`config.mk`:
```
export PLATFORM = sky130hd
export DESIGN_NAME = stb_gen_avg
export DESIGN_NICKNAME = d
export VERILOG_FILES = /design/src/rtl/stb_gen_avg.sv
export SDC_FILE = /design/constraint.sdc
export NUM_CORES = 1
export LEC_CHECK = 0
export ABC_AREA = 0
export CAP_MARGIN = 20
export CORE_MARGIN = 1
export CORE_UTILIZATION = 60
export DETAILED_ROUTE_END_ITERATION = 8
export PLACE_DENSITY = 0.8
export RECOVER_POWER = 100
export SLEW_MARGIN = 20
export SYNTH_ARGS = -nofsm -noshare
export SYNTH_HDL_FRONTEND = slang
export SYNTH_SLANG_ARGS = --single-unit
```
`constraint.sdc`:
```
create_clock -name clk_i -period 6.8 [get_ports clk_i]
set_input_delay 1.36 -clock clk_i [delete_from_list [all_inputs] [get_ports clk_i]]
set_output_delay 1.36 -clock clk_i [all_outputs]
set_load 0.05 [all_outputs]
```
`src/rtl/stb_gen_avg.sv`:
```
// stb_gen_avg: measures the averaged period of a comparator signal and free-runs a
// phase/width programmable strobe at that period, with timeout and settings errors.
module stb_gen_avg #(
  parameter int T_CNT_WIDTH  = 32,
  parameter int W_WIDTH      = 16,
  parameter int AVG_LOG2     = 2,
  parameter int SYNC_STAGES  = 2,
  parameter int TIMEOUT_CLKS = 2**20
) (
  input  logic                   clk_i,
  input  logic                   arst_ni,
  input  logic                   sig_i,
  input  logic                   run_det_i,
  input  logic [T_CNT_WIDTH-1:0] phase_i,
  input  logic [W_WIDTH-1:0]     width_i,
  input  logic                   oe_i,
  output logic                   stb_o,
  output logic                   rdy_o,
  output logic                   err_o,
  output logic [T_CNT_WIDTH-1:0] stb_period_o
);
  localparam int SW = T_CNT_WIDTH + AVG_LOG2;
  localparam logic [T_CNT_WIDTH-1:0] ONE     = T_CNT_WIDTH'(1);
  localparam logic [T_CNT_WIDTH-1:0] TWO     = T_CNT_WIDTH'(2);
  localparam logic [T_CNT_WIDTH-1:0] TO_LAST = T_CNT_WIDTH'(TIMEOUT_CLKS - 1);
  localparam logic [W_WIDTH-1:0]     W_ONE   = W_WIDTH'(1);
  localparam logic [AVG_LOG2:0]      NP_ONE  = (AVG_LOG2+1)'(1);
  localparam logic [AVG_LOG2:0]      NPER    = (AVG_LOG2+1)'(2**AVG_LOG2);

  typedef enum logic [1:0] {IDLE, ARM, MEAS, GEN} state_t;

  state_t                 state, state_n;
  logic [SYNC_STAGES-1:0] sync;
  logic                   prev, edg;
  logic [T_CNT_WIDTH-1:0] cnt, cnt_n, gcnt, gcnt_n, ph, ph_n, per_n, avg;
  logic [SW-1:0]          sum, sum_n, sum_edge;
  logic [AVG_LOG2:0]      npers, npers_n, npers_inc;
  logic [W_WIDTH-1:0]     wcnt, wcnt_n;
  logic                   stb_n, rdy_n, err_n, hit;

  // edg is registered: one pulse SYNC_STAGES+1 clocks after the sig_i rise
  always_ff @(posedge clk_i or negedge arst_ni)
    if (!arst_ni) begin
      sync <= '0;
      prev <= 1'b0;
      edg  <= 1'b0;
    end else begin
      sync <= {sync[SYNC_STAGES-2:0], sig_i};
      prev <= sync[SYNC_STAGES-1];
      edg  <= sync[SYNC_STAGES-1] & ~prev;
    end

  assign sum_edge  = sum + SW'(cnt);
  assign avg       = T_CNT_WIDTH'(sum_edge >> AVG_LOG2);
  assign npers_inc = npers + NP_ONE;
  assign hit       = gcnt == ph;

  always_comb begin
    state_n = state;
    cnt_n   = cnt;
    sum_n   = sum;
    npers_n = npers;
    gcnt_n  = gcnt;
    wcnt_n  = wcnt;
    ph_n    = ph;
    per_n   = stb_period_o;
    rdy_n   = rdy_o;
    err_n   = err_o;
    stb_n   = 1'b0;
    if (run_det_i) begin
      state_n = ARM;
      cnt_n   = '0;
      sum_n   = '0;
      npers_n = '0;
      gcnt_n  = '0;
      wcnt_n  = '0;
      rdy_n   = 1'b0;
      err_n   = 1'b0;
    end else begin
      case (state)
        ARM, MEAS: begin
          if (edg && state == MEAS && npers_inc == NPER) begin
            if (avg < TWO || phase_i >= avg) begin
              state_n = IDLE;
              err_n   = 1'b1;
            end else begin
              state_n = GEN;
              per_n   = avg;
              rdy_n   = 1'b1;
              gcnt_n  = '0;
              wcnt_n  = '0;
              ph_n    = phase_i;
            end
          end else if (edg) begin
            state_n = MEAS;
            cnt_n   = ONE;
            sum_n   = (state == MEAS) ? sum_edge : sum;
            npers_n = (state == MEAS) ? npers_inc : npers;
          end else if (cnt == TO_LAST) begin
            state_n = IDLE;
            err_n   = 1'b1;
          end else
            cnt_n = cnt + ONE;
        end
        GEN: begin
          gcnt_n = (gcnt == stb_period_o - ONE) ? '0 : gcnt + ONE;
          wcnt_n = hit ? width_i : ((wcnt != '0) ? wcnt - W_ONE : '0);
          ph_n   = (hit && phase_i < stb_period_o) ? phase_i : ph;
          stb_n  = oe_i && wcnt_n != '0;
        end
        default: ;
      endcase
    end
  end

  always_ff @(posedge clk_i or negedge arst_ni)
    if (!arst_ni) begin
      state        <= IDLE;
      cnt          <= '0;
      sum          <= '0;
      npers        <= '0;
      gcnt         <= '0;
      wcnt         <= '0;
      ph           <= '0;
      stb_o        <= 1'b0;
      rdy_o        <= 1'b0;
      err_o        <= 1'b0;
      stb_period_o <= '0;
    end else begin
      state        <= state_n;
      cnt          <= cnt_n;
      sum          <= sum_n;
      npers        <= npers_n;
      gcnt         <= gcnt_n;
      wcnt         <= wcnt_n;
      ph           <= ph_n;
      stb_o        <= stb_n;
      rdy_o        <= rdy_n;
      err_o        <= err_n;
      stb_period_o <= per_n;
    end
endmodule

```
==> flow_metrics.tcl, run 1 <==
set metrics [dict create \
    root_buffer "clkbuf_16" \
    portBuffers 87 \
    wl_per_cell_um 20.0 \
    syn_nets 1804 \
    max-slew-margin-rel_pct -108 \
    die_area_mm2 0.0247 \
    ys_top_cells_by_area "dfrtp_1, ha_1, nand2_1" \
    hp-class "flip-flop to flip-flop" \
    path_cells "ha_1 -> a211oi_2 -> o21ai_0 -> a221oi_4 -> a211oi_1 -> or3_1 -> and2_1 -> inv_1 -> ha_1 -> nand2_1 -> nor2_1 -> nor4_1 -> o31ai_1 -> a21oi_1 -> a311oi_1 -> o21ai_0 -> nand2_1 -> a2111oi_0 -> o22ai_4 -> buf_2 -> mux2_1" \
    diodes 0 \
    worstSetupPathType "flip-flop to flip-flop" \
    synth_top_cell_by_area "dfrtp_1" \
    rsz0062_at_grt "false" \
    worstSetupEndpointType "flip-flop" \
    cp-start-kind "flip-flop" \
    dp_hpwl_mm 30.6 \
    max_freq_mhz 164 \
    cts_sinks 190 \
    htree_levels 4 \
    required_ns 7.12 \
    finalInstanceArea_mm2 0.0160 \
    worst_slew_pin_slew_ns 3.12 \
    async_flop_share_pct 100 \
    p_leak_nw 6.75 \
    avgSynthCellArea_um2 8.78 \
    insertion_delay_ns 0.44 \
    critPathMaxFanout 32 \
    io_pins 88 \
    via_per_inst 6.36 \
    synth_seq_area_share_pct 32.9 \
    grt-ovfl-total 0 \
    die_h_um 157 \
    post-cts-setup-buffers 0 \
    vias 12800 \
    drt_iter0_drc 1205 \
    first_pass_iters 7 \
    violations "capacitance limit, slew limit" \
    drc_errors 0 \
    synth-edff-count 0 \
    drt-total-wl_mm 40.2 \
    initial_core_util_pct 61.4 \
    placed_area_mm2 0.0155 \
    rows 56 \
    grt_pass1_wl_mm 64.1 \
    nNetsFinal 1840 \
    yosysWarnings 0 \
    drtAntennaViolNets 0 \
    grt_max_degree 77 \
    path_delay_family "compound AO/OA/AOI/OAI gates" \
    fin_crit_sh_pct 89.6 \
    grt_pass1_vias 12300 \
    crit_arrival_ns 6.41 \
    area.sequential_mm2 0.00475 \
    irDropWorstVdd_uv 143 \
    drv_slew 269 \
    multiInputGateArea_mm2 0.00886 \
    cap_violations 5 \
    p_per_area_mw_per_mm2 150 \
    cts.path.max_buffers 2 \
    drive_gt1_share_pct 4.90 \
    syn_inst 1647 \
    hold_viol 0 \
    ys.flop_type "dfrtp_1" \
    path_buf_inv 2 \
    placeableCoreArea_mm2 0.0235 \
    antenna_found_initial 0 \
    path_clk_slew_ns 0.07 \
    slowest_stage "a2111oi_0" \
    cpPeakStageDelay_ns 0.76 \
    cts_tree "yes" \
    gp_congestion 0.993 \
    ff2ff_setup_slack_ns 0.71 \
    min_period_ns 6.09 \
    track_usage_pct 33.5 \
    cts_buffers 17 \
    fin_tns_setup_ns 0 \
    ys_seq_elements 190 \
    setup_viol 0 \
    status "finished, violations left" \
    synth_cell_type_count 83 \
    dieWidth_um 157 \
    areaGrowthSynthToFinish_pct 10.5 \
    postCtsHoldBufs 0 \
    fin_skew_ns 0.0127 \
    cts_resized 0 \
    netlist_area_mm2 0.0145 \
    netlist.area_leader.share_pct 32.9 \
    fillCellCount 1919 \
]
Yosys cell counts (21+ instances only):
master and number:
nor4_1 37, clkbuf_1 65, mux2i_1 36, a211oi_1 23, o31ai_1 32, nand4_1 29, nand3_1 38, a21o_1 28
a21oi_1 110, a32oi_1 29, xnor2_1 56, nor2_1 110, nor3_1 35, dfrtp_1 190, or3_1 21, nand2_1 174
ha_1 103, mux2_4 30, o21ai_0 60, inv_1 94, nor3b_1 31, xor2_1 74
worst register-to-register path, stage by stage, from the launching register on:
cell and delay [ns]:
dfrtp_1 0.45, ha_1 0.31, a211oi_2 0.28, o21ai_0 0.28, a221oi_4 0.54, a211oi_1 0.16, or3_1 0.40, and2_1 0.19
inv_1 0.08, ha_1 0.25, nand2_1 0.09, nor2_1 0.06, nor4_1 0.31, o31ai_1 0.19, a21oi_1 0.16, a311oi_1 0.08
o21ai_0 0.25, nand2_1 0.21, a2111oi_0 0.76, o22ai_4 0.10, buf_2 0.39, mux2_1 0.44
path summary, 6_finish.rpt:
kind,start,cells after the start,end
max,cnt[2]$_DFFE_PN0P_,21,ph[6]$_DFFE_PN0P_
min,sync[0]$_DFF_PN0_,0,sync[1]$_DFF_PN0_
max reg2reg,cnt[2]$_DFFE_PN0P_,21,ph[6]$_DFFE_PN0P_
min reg2reg,sync[0]$_DFF_PN0_,0,sync[1]$_DFF_PN0_
max in group asynchronous,arst_ni,2,sum[30]$_DFFE_PN0P_
min in group asynchronous,arst_ni,1,ph[1]$_DFFE_PN0P_
report_power, final:
part / leakage [nW] / total, W / switching [W] / internal (W)
Clock: 0.290 / 0.00107 / 0.000452 / 0.000616
Combinational: 4.02 / 0.000176 / 0.000110 / 0.0000665
Sequential: 2.44 / 0.00116 / 0.0000120 / 0.00114
layout make-up:
class,count,area share (%)
clock inverters,12,1.14
well taps,319,2.50
inverters,94,2.21
clock buffers,18,2.69
flip-flops and latches,190,29.8
repair buffers,108,6.21
multi-input cells,1272,55.5
state kept, by name, summed over array words and instances, names as in the netlist:
| register | cells |
|---|---|
| ph | 32 |
| sync | 2 |
| stb_period_o | 32 |
| wcnt | 16 |
| gcnt | 32 |
| stb_o | 1 |
| sum | 34 |
| cnt | 32 |
| edg | 1 |
| prev | 1 |
| state | 2 |
| npers | 3 |
| rdy_o | 1 |
| err_o | 1 |
kinds of logic (layout without fill, tap and decap cells):
kind of cell / after synthesis / in the layout / share of synthesized area, %
buffers and inverters: 185 / 232 / 5.16
xor gates and xnor gates: 130 / 130 / 7.88
AOI/OAI and AO/OA: 392 / 392 / 18.7
adders and majority gates: 104 / 104 / 9.05
muxes: 75 / 75 / 6.31
and+or+nand+nor: 571 / 571 / 20.0
DFF: 190 / 190 / 32.9
routing by layer:
layer,wire (µm),part of all wire (%),global-route usage (%),up-vias
met5,0,0,0,-
met4,1860,4.6,16.9,0
met3,2200,5.5,4.27,107
met2,18600,46,53.6,443
met1,17500,44,44.5,6192
li1,-,-,-,6060
through the flow:
stage	power, W	cells	hold WS, ns	worst slack (ns)	util [%]
6_report	0.00240	2013	0.354	0.706	67.8
5_1_grt	0.00247	2013	0.368	0.390	67.8
4_1_cts	0.00242	2013	0.356	0.941	68.5
3_5_place_dp	0.00136	1983	0.336	0.995	65.9
3_3_place_gp	0.00136	1983	0.333	1.07	65.9
2_1_floorplan	0.00126	1647	0.331	1.97	-
cell usage in the layout, fill, tap and decap left out, types with 10 or more instances in the layout:
| cell type | synthesis | routed |
|---|---|---|
| mux2_1 | 0 | 30 |
| xnor2_1 | 56 | 56 |
| nand2b_1 | 15 | 15 |
| and3_1 | 13 | 13 |
| a21o_1 | 28 | 28 |
| and4_1 | 13 | 13 |
| ha_1 | 103 | 103 |
| nand2_1 | 174 | 174 |
| buf_4 | 3 | 13 |
| or2_2 | 10 | 10 |
| clkdlybuf4s50_1 | 0 | 49 |
| a31oi_1 | 10 | 10 |
| dfrtp_1 | 190 | 190 |
| nor3_1 | 35 | 36 |
| dlygate4sd3_1 | 0 | 36 |
| o21ai_0 | 60 | 61 |
| o21a_1 | 11 | 11 |
| o31ai_1 | 32 | 32 |
| or3_1 | 21 | 21 |
| o211ai_1 | 16 | 16 |
| nand3_1 | 38 | 38 |
| a21oi_1 | 110 | 110 |
| clkbuf_16 | 0 | 17 |
| nor2_1 | 110 | 110 |
| nand4_1 | 29 | 29 |
| xor2_1 | 74 | 74 |
| and2_1 | 16 | 16 |
| nor3b_1 | 31 | 31 |
| mux2i_1 | 36 | 36 |
| a32oi_1 | 29 | 29 |
| a211oi_1 | 23 | 23 |
| a22o_1 | 14 | 14 |
| nor4_1 | 37 | 37 |
| inv_1 | 94 | 94 |
Power figures use the tool's default switching activity.
==> run 2, diff against run 1 <==
--- a/config.mk
+++ b/config.mk
@@ -8,9 +8,8 @@
 export ABC_AREA = 0
 export CAP_MARGIN = 20
 export CORE_MARGIN = 1
-export CORE_UTILIZATION = 60
+export CORE_UTILIZATION = 30
 export DETAILED_ROUTE_END_ITERATION = 8
-export PLACE_DENSITY = 0.8
 export RECOVER_POWER = 100
 export SLEW_MARGIN = 20
 export SYNTH_ARGS = -nofsm -noshare
==> constraint.sdc (replaced) <==
create_clock -name clk_i -period 6.6 [get_ports clk_i]
set_input_delay 1.32 -clock clk_i [delete_from_list [all_inputs] [get_ports clk_i]]
set_output_delay 1.32 -clock clk_i [all_outputs]
set_load 0.05 [all_outputs]
==> run 2 against run 1 <==
The run still ends with capacitance limit, slew limit left. Core utilization is 34 points lower. Setup slack worse by 0.074 ns. Cell count increased by 15%. Clock-buffer cell count unchanged. Largest cell class unchanged. Highest routed layer unchanged.
==> flow_metrics.tcl, run 2 (synthesis gave the netlist of run 1 again) <==
set metrics [dict create \
    irDropWorstVdd_uv 205 \
    track_usage_pct 18.2 \
    areaGrowthSynthToFinish_pct 13.1 \
    drc_errors 0 \
    vias 12700 \
    p_leak_nw 6.77 \
    final_common_cell "dfrtp_1" \
    gp_congestion 0.979 \
    violations "capacitance limit, slew limit" \
    die_h_um 222 \
    grt_pass1_wl_mm 69.9 \
    initial_core_util_pct 30.3 \
    post-cts-setup-buffers 0 \
    required_ns 6.93 \
    hp-class "flip-flop to flip-flop" \
    dieWidth_um 222 \
    grt-ovfl-total 0 \
    drv_slew 183 \
    grt_pass1_vias 12400 \
    hold_viol 0 \
    via_per_inst 5.48 \
    cts.path.max_buffers 2 \
    cts_sinks 190 \
    status "finished, violations left" \
    worstSetupPathType "flip-flop to flip-flop" \
    antenna_found_initial 0 \
    io_pins 88 \
    placed_area_mm2 0.0159 \
    portBuffers 87 \
    path_clk_slew_ns 0.07 \
    setup_viol 0 \
    nNetsFinal 1844 \
    rsz0062_at_grt "false" \
    crit_arrival_ns 6.30 \
    rows 80 \
    cts_buffers 17 \
    fin_skew_ns 0.0163 \
    wl_per_cell_um 19.2 \
    min_period_ns 5.97 \
    drt-total-wl_mm 44.5 \
    worst_slack_ns 0.633 \
    max_freq_mhz 168 \
    cp-start-kind "flip-flop" \
    postCtsHoldBufs 0 \
    place_ws_ns 0.743 \
    die_area_mm2 0.0491 \
    fin_crit_sh_pct 90.4 \
    drive_gt1_share_pct 5.35 \
    worst_slew_pin_slew_ns 4.44 \
    max-slew-margin-rel_pct -196 \
    fin_tns_setup_ns 0 \
    p_per_area_mw_per_mm2 148 \
    htree_levels 4 \
    finalInstanceArea_mm2 0.0163 \
    first_pass_iters 6 \
    critPathMaxFanout 36 \
    diodes 0 \
    cts_resized 0 \
    insertion_delay_ns 0.47 \
    dp_hpwl_mm 34.5 \
    worstSetupEndpointType "flip-flop" \
    layout_common_cells "dfrtp_1, nand2_1, a21oi_1, nor2_1, ha_1" \
    placeableCoreArea_mm2 0.0476 \
    drtAntennaViolNets 0 \
    fin_util_pct 34.3 \
    drt_iter0_drc 1312 \
    root_buffer "clkbuf_16" \
    regMostFlops "sum" \
    cap_violations 3 \
    cts_tree "yes" \
    holdWs_ns 0.350 \
    largest_register_ffs 34 \
    grt_max_degree 91 \
]
[run 2: changes by cell type in the layout (fill, tap and decap cells not counted), sizes merged]
cell           previous run  this run
inv                      98       103
bufinv                    4         0
clkinv                    1         4
buf                      14        16
clkinvlp                  3         1
clkbuf                   27        28
clkdlybuf4s25             0         1
[run 2: metrics by stage]
| step | cells | total power, W |
|---|---|---|
| final | 2315 | 0.00242 |
| after global routing | 2315 | 0.00252 |
| after CTS | 2315 | 0.00246 |
| after detailed placement | 2283 | 0.00141 |
| after global placement | 2283 | 0.00141 |
| after floorplan | 1647 | 0.00130 |
[run 2: path summary, 6_finish.rpt]
path / start / end / slack (ns) / cells past startpoint
setup reg to reg: cnt[0]$_DFFE_PN0P_ / gcnt[3]$_DFFE_PN0P_ / 0.63 / 23
setup / recovery: cnt[0]$_DFFE_PN0P_ / gcnt[3]$_DFFE_PN0P_ / 0.63 / 23
hold / removal: sync[0]$_DFF_PN0_ / sync[1]$_DFF_PN0_ / 0.35 / 0
max in group asynchronous: arst_ni / gcnt[7]$_DFFE_PN0P_ / 1.15 / 2
min in group asynchronous: arst_ni / gcnt[4]$_DFFE_PN0P_ / 2.63 / 1
hold reg to reg: sync[0]$_DFF_PN0_ / sync[1]$_DFF_PN0_ / 0.35 / 0
[run 2: per-layer routing]
metal / GRT usage, % / wire [µm]
met3: 2.64 / 1890
met2: 30.2 / 21200
met5: 0 / 0
met1: 23.4 / 19700
met4: 8.13 / 1700
[run 2: final cells by class]
cell class / count / area [µm²]
Clock buffer: 18 / 429
Clock inverter: 14 / 141
Fill cell: 4939 / 31300
Inverter: 94 / 353
Multi-Input combinational cell: 1272 / 8870
Sequential cell: 190 / 4750
Tap cell: 615 / 769
Timing Repair Buffer: 112 / 1030
[run 2: power by group]
part / leakage (nW) / switching (W) / internal (W)
sequential: 2.44 / 0.0000125 / 0.00118
combinational: 4.05 / 0.000119 / 0.0000690
clock: 0.278 / 0.000538 / 0.000505
[run 2: worst max-delay path: stages (launching register included)]
cell,delay [ns]
dfrtp_1,0.44
ha_1,0.23
inv_1,0.06
fa_1,0.43
nor2b_1,0.15
o2111ai_1,0.20
a21o_1,0.36
a211oi_1,0.53
o211a_1,0.21
nor3_1,0.06
clkbuf_1,0.21
ha_1,0.24
a21o_1,0.17
a21oi_1,0.13
nor2b_1,0.05
o21ai_0,0.14
nand2b_1,0.08
a21oi_1,0.22
o211a_1,0.19
nand2_1,0.16
a2111o_1,0.49
clkbuf_2,0.54
a32oi_1,0.39
o31ai_1,0.12
==> run 3, diff against run 2 <==
--- a/config.mk
+++ b/config.mk
@@ -8,7 +8,7 @@
 export ABC_AREA = 0
 export CAP_MARGIN = 20
 export CORE_MARGIN = 1
-export CORE_UTILIZATION = 30
+export CORE_UTILIZATION = 27
 export DETAILED_ROUTE_END_ITERATION = 8
 export RECOVER_POWER = 100
 export SLEW_MARGIN = 20
==> run 3 against run 2 <==
Critical path depth down 1. Wire length up 4.3%. Largest power group unchanged. Clock skew down 0.0029 ns. Critical path type unchanged. Non-clock buffer count up 3. Sequential share of layout area down 0.14 points. The flow finishes with violations (DRC, capacitance limit, slew limit). Sequential cell count unchanged. First-iteration DRC count down 19%.
==> flow_metrics.tcl, run 3 (synthesis gave the netlist of run 1 again) <==
set metrics [dict create \
    grt-ovfl-total 0 \
    rows 84 \
    path_cells "ha_1 -> inv_1 -> fa_1 -> nand2b_1 -> a21o_1 -> a21oi_1 -> a31oi_1 -> xnor2_1 -> inv_1 -> ha_1 -> nand2_1 -> o21ai_0 -> nor4_1 -> o31ai_1 -> a21oi_1 -> a311oi_1 -> o21ai_0 -> nand2_1 -> a2111o_1 -> clkbuf_2 -> a32oi_1 -> o31ai_1" \
    max-slew-margin-rel_pct -135 \
    vias 12600 \
    worstSetupEndpointType "flip-flop" \
    crit_start "cnt[0]$_DFFE_PN0P_" \
    drt_iter0_drc 1057 \
    drv_slew 250 \
    reg2reg_from "cnt[0]$_DFFE_PN0P_" \
    first_pass_iters 7 \
    path_clk_slew_ns 0.08 \
    min_period_ns 6.08 \
    drc_errors 10 \
    reg2reg_to "gcnt[18]$_DFFE_PN0P_" \
    portBuffers 87 \
    antenna_found_initial 0 \
    hp-class "flip-flop to flip-flop" \
    nNetsFinal 1847 \
    reg2reg_depth 22 \
    p_per_area_mw_per_mm2 151 \
    ff2ff_setup_slack_ns 0.52 \
    post-cts-setup-buffers 0 \
    largest_register_ffs 34 \
    dp_hpwl_mm 36.1 \
    die_area_mm2 0.0545 \
    hold_start "sync[0]$_DFF_PN0_" \
    cts.path.max_buffers 2 \
    htree_levels 4 \
    critPathMaxFanout 36 \
    irDropWorstVdd_uv 149 \
    hold_viol 0 \
    rsz0062_at_grt "false" \
    slowest_stage "clkbuf_2" \
    cap_violations 4 \
    cts_resized 0 \
    wl_per_cell_um 19.4 \
    fin_crit_sh_pct 92.1 \
    fin_tns_setup_ns 0 \
    io_pins 88 \
    areaGrowthSynthToFinish_pct 13.6 \
    violations "DRC, capacitance limit, slew limit" \
    placed_area_mm2 0.0160 \
    track_usage_pct 17.2 \
    fillCellCount 5536 \
    cts_sinks 190 \
    hold_depth 0 \
    finalInstanceArea_mm2 0.0164 \
    root_buffer "clkbuf_16" \
    cts_tree "yes" \
    placeableCoreArea_mm2 0.0528 \
    drtAntennaViolNets 0 \
    p_leak_nw 6.76 \
    hold_end "sync[1]$_DFF_PN0_" \
    gp_congestion 0.931 \
    cts_buffers 17 \
    cp-start-kind "flip-flop" \
    dieWidth_um 233 \
    fin_skew_ns 0.0134 \
    worstSetupPathType "flip-flop to flip-flop" \
    diodes 0 \
    postCtsHoldBufs 0 \
    place_ws_ns 0.646 \
    max_freq_mhz 165 \
    worst_slew_pin_slew_ns 3.52 \
    drt-total-wl_mm 46.4 \
    fin_util_pct 31.1 \
    setup_viol 0 \
    final_common_cell "dfrtp_1" \
    initial_core_util_pct 27.4 \
    regMostFlops "sum" \
    status "finished, violations left" \
    grt_max_degree 72 \
    crit_arrival_ns 6.39 \
    drive_gt1_share_pct 4.94 \
    cpPeakStageDelay_ns 0.52 \
    via_per_inst 5.28 \
    grt_pass1_wl_mm 72.2 \
    required_ns 6.91 \
    worst_slack_ns 0.523 \
    layout_common_cells "dfrtp_1, nand2_1, a21oi_1, nor2_1, ha_1" \
    grt_pass1_vias 12500 \
    die_h_um 233 \
    insertion_delay_ns 0.46 \
]
[run 3: changes by cell type in the layout (fill, tap and decap cells not counted), sizes merged]
cell	before	now
clkinvlp	1	3
clkbuf	28	34
buf	16	14
inv	103	97
clkdlybuf4s25	1	0
bufinv	0	3
clkinv	4	3
[run 3: layout make-up]
cell class,instances,area (µm²),area share (%)
Multi-Input combinational cell,1272,8840,53.8
Sequential cell,190,4750,28.9
Timing Repair Buffer,115,1020,6.22
Tap cell,688,861,5.24
Clock buffer,18,429,2.61
Inverter,94,353,2.15
Clock inverter,12,164,0.998
[run 3: how the worst max path moves through the flow]
stage / end / slack, ns / cells after the start
after CTS: ph[5]$_DFFE_PN0P_ / 0.61 / 22
after global routing: gcnt[18]$_DFFE_PN0P_ / 0.1 / 21
after detailed placement: ph[11]$_DFFE_PN0P_ / 0.65 / 22
final: gcnt[18]$_DFFE_PN0P_ / 0.52 / 22
after global placement: ph[6]$_DFFE_PN0P_ / 0.70 / 22
after floorplan: ph[10]$_DFFE_PN0P_ / 1.77 / 21
[run 3: critical path: cells and delay by family (launching register included)]
kind / cells / cell delay [ns]
and+or+nand+nor: 4 / 0.89
adders and majority gates: 3 / 0.95
DFF: 1 / 0.45
buffers and inverters: 3 / 0.74
AOI/OAI and AO/OA: 11 / 2.47
xor gates and xnor gates: 1 / 0.41
[run 3: per-stage QoR]
step,hold slack [ns],power [W],instances
final,0.354,0.00248,2389
after global routing,0.383,0.00257,2389
after CTS,0.353,0.00251,2389
after detailed placement,0.337,0.00141,2359
after global placement,0.337,0.00141,2359
after floorplan,0.331,0.00130,1647
[run 3: where the power goes]
part | internal (W) | switching (W) | total (W)
Combinational | 0.0000682 | 0.000119 | 0.000187
Sequential | 0.00118 | 0.0000125 | 0.00119
Clock | 0.000597 | 0.000504 | 0.00110
[run 3: layer usage]
| metal | vias to the layer above | wire [µm] | global-route usage (%) |
|---|---|---|---|
| li1 | 6051 | - | - |
| met1 | 6242 | 21400 | 23.1 |
| met2 | 280 | 22200 | 28.8 |
| met3 | 50 | 1740 | 2.27 |
| met4 | 0 | 1070 | 4.59 |
| met5 | - | 0 | 0 |
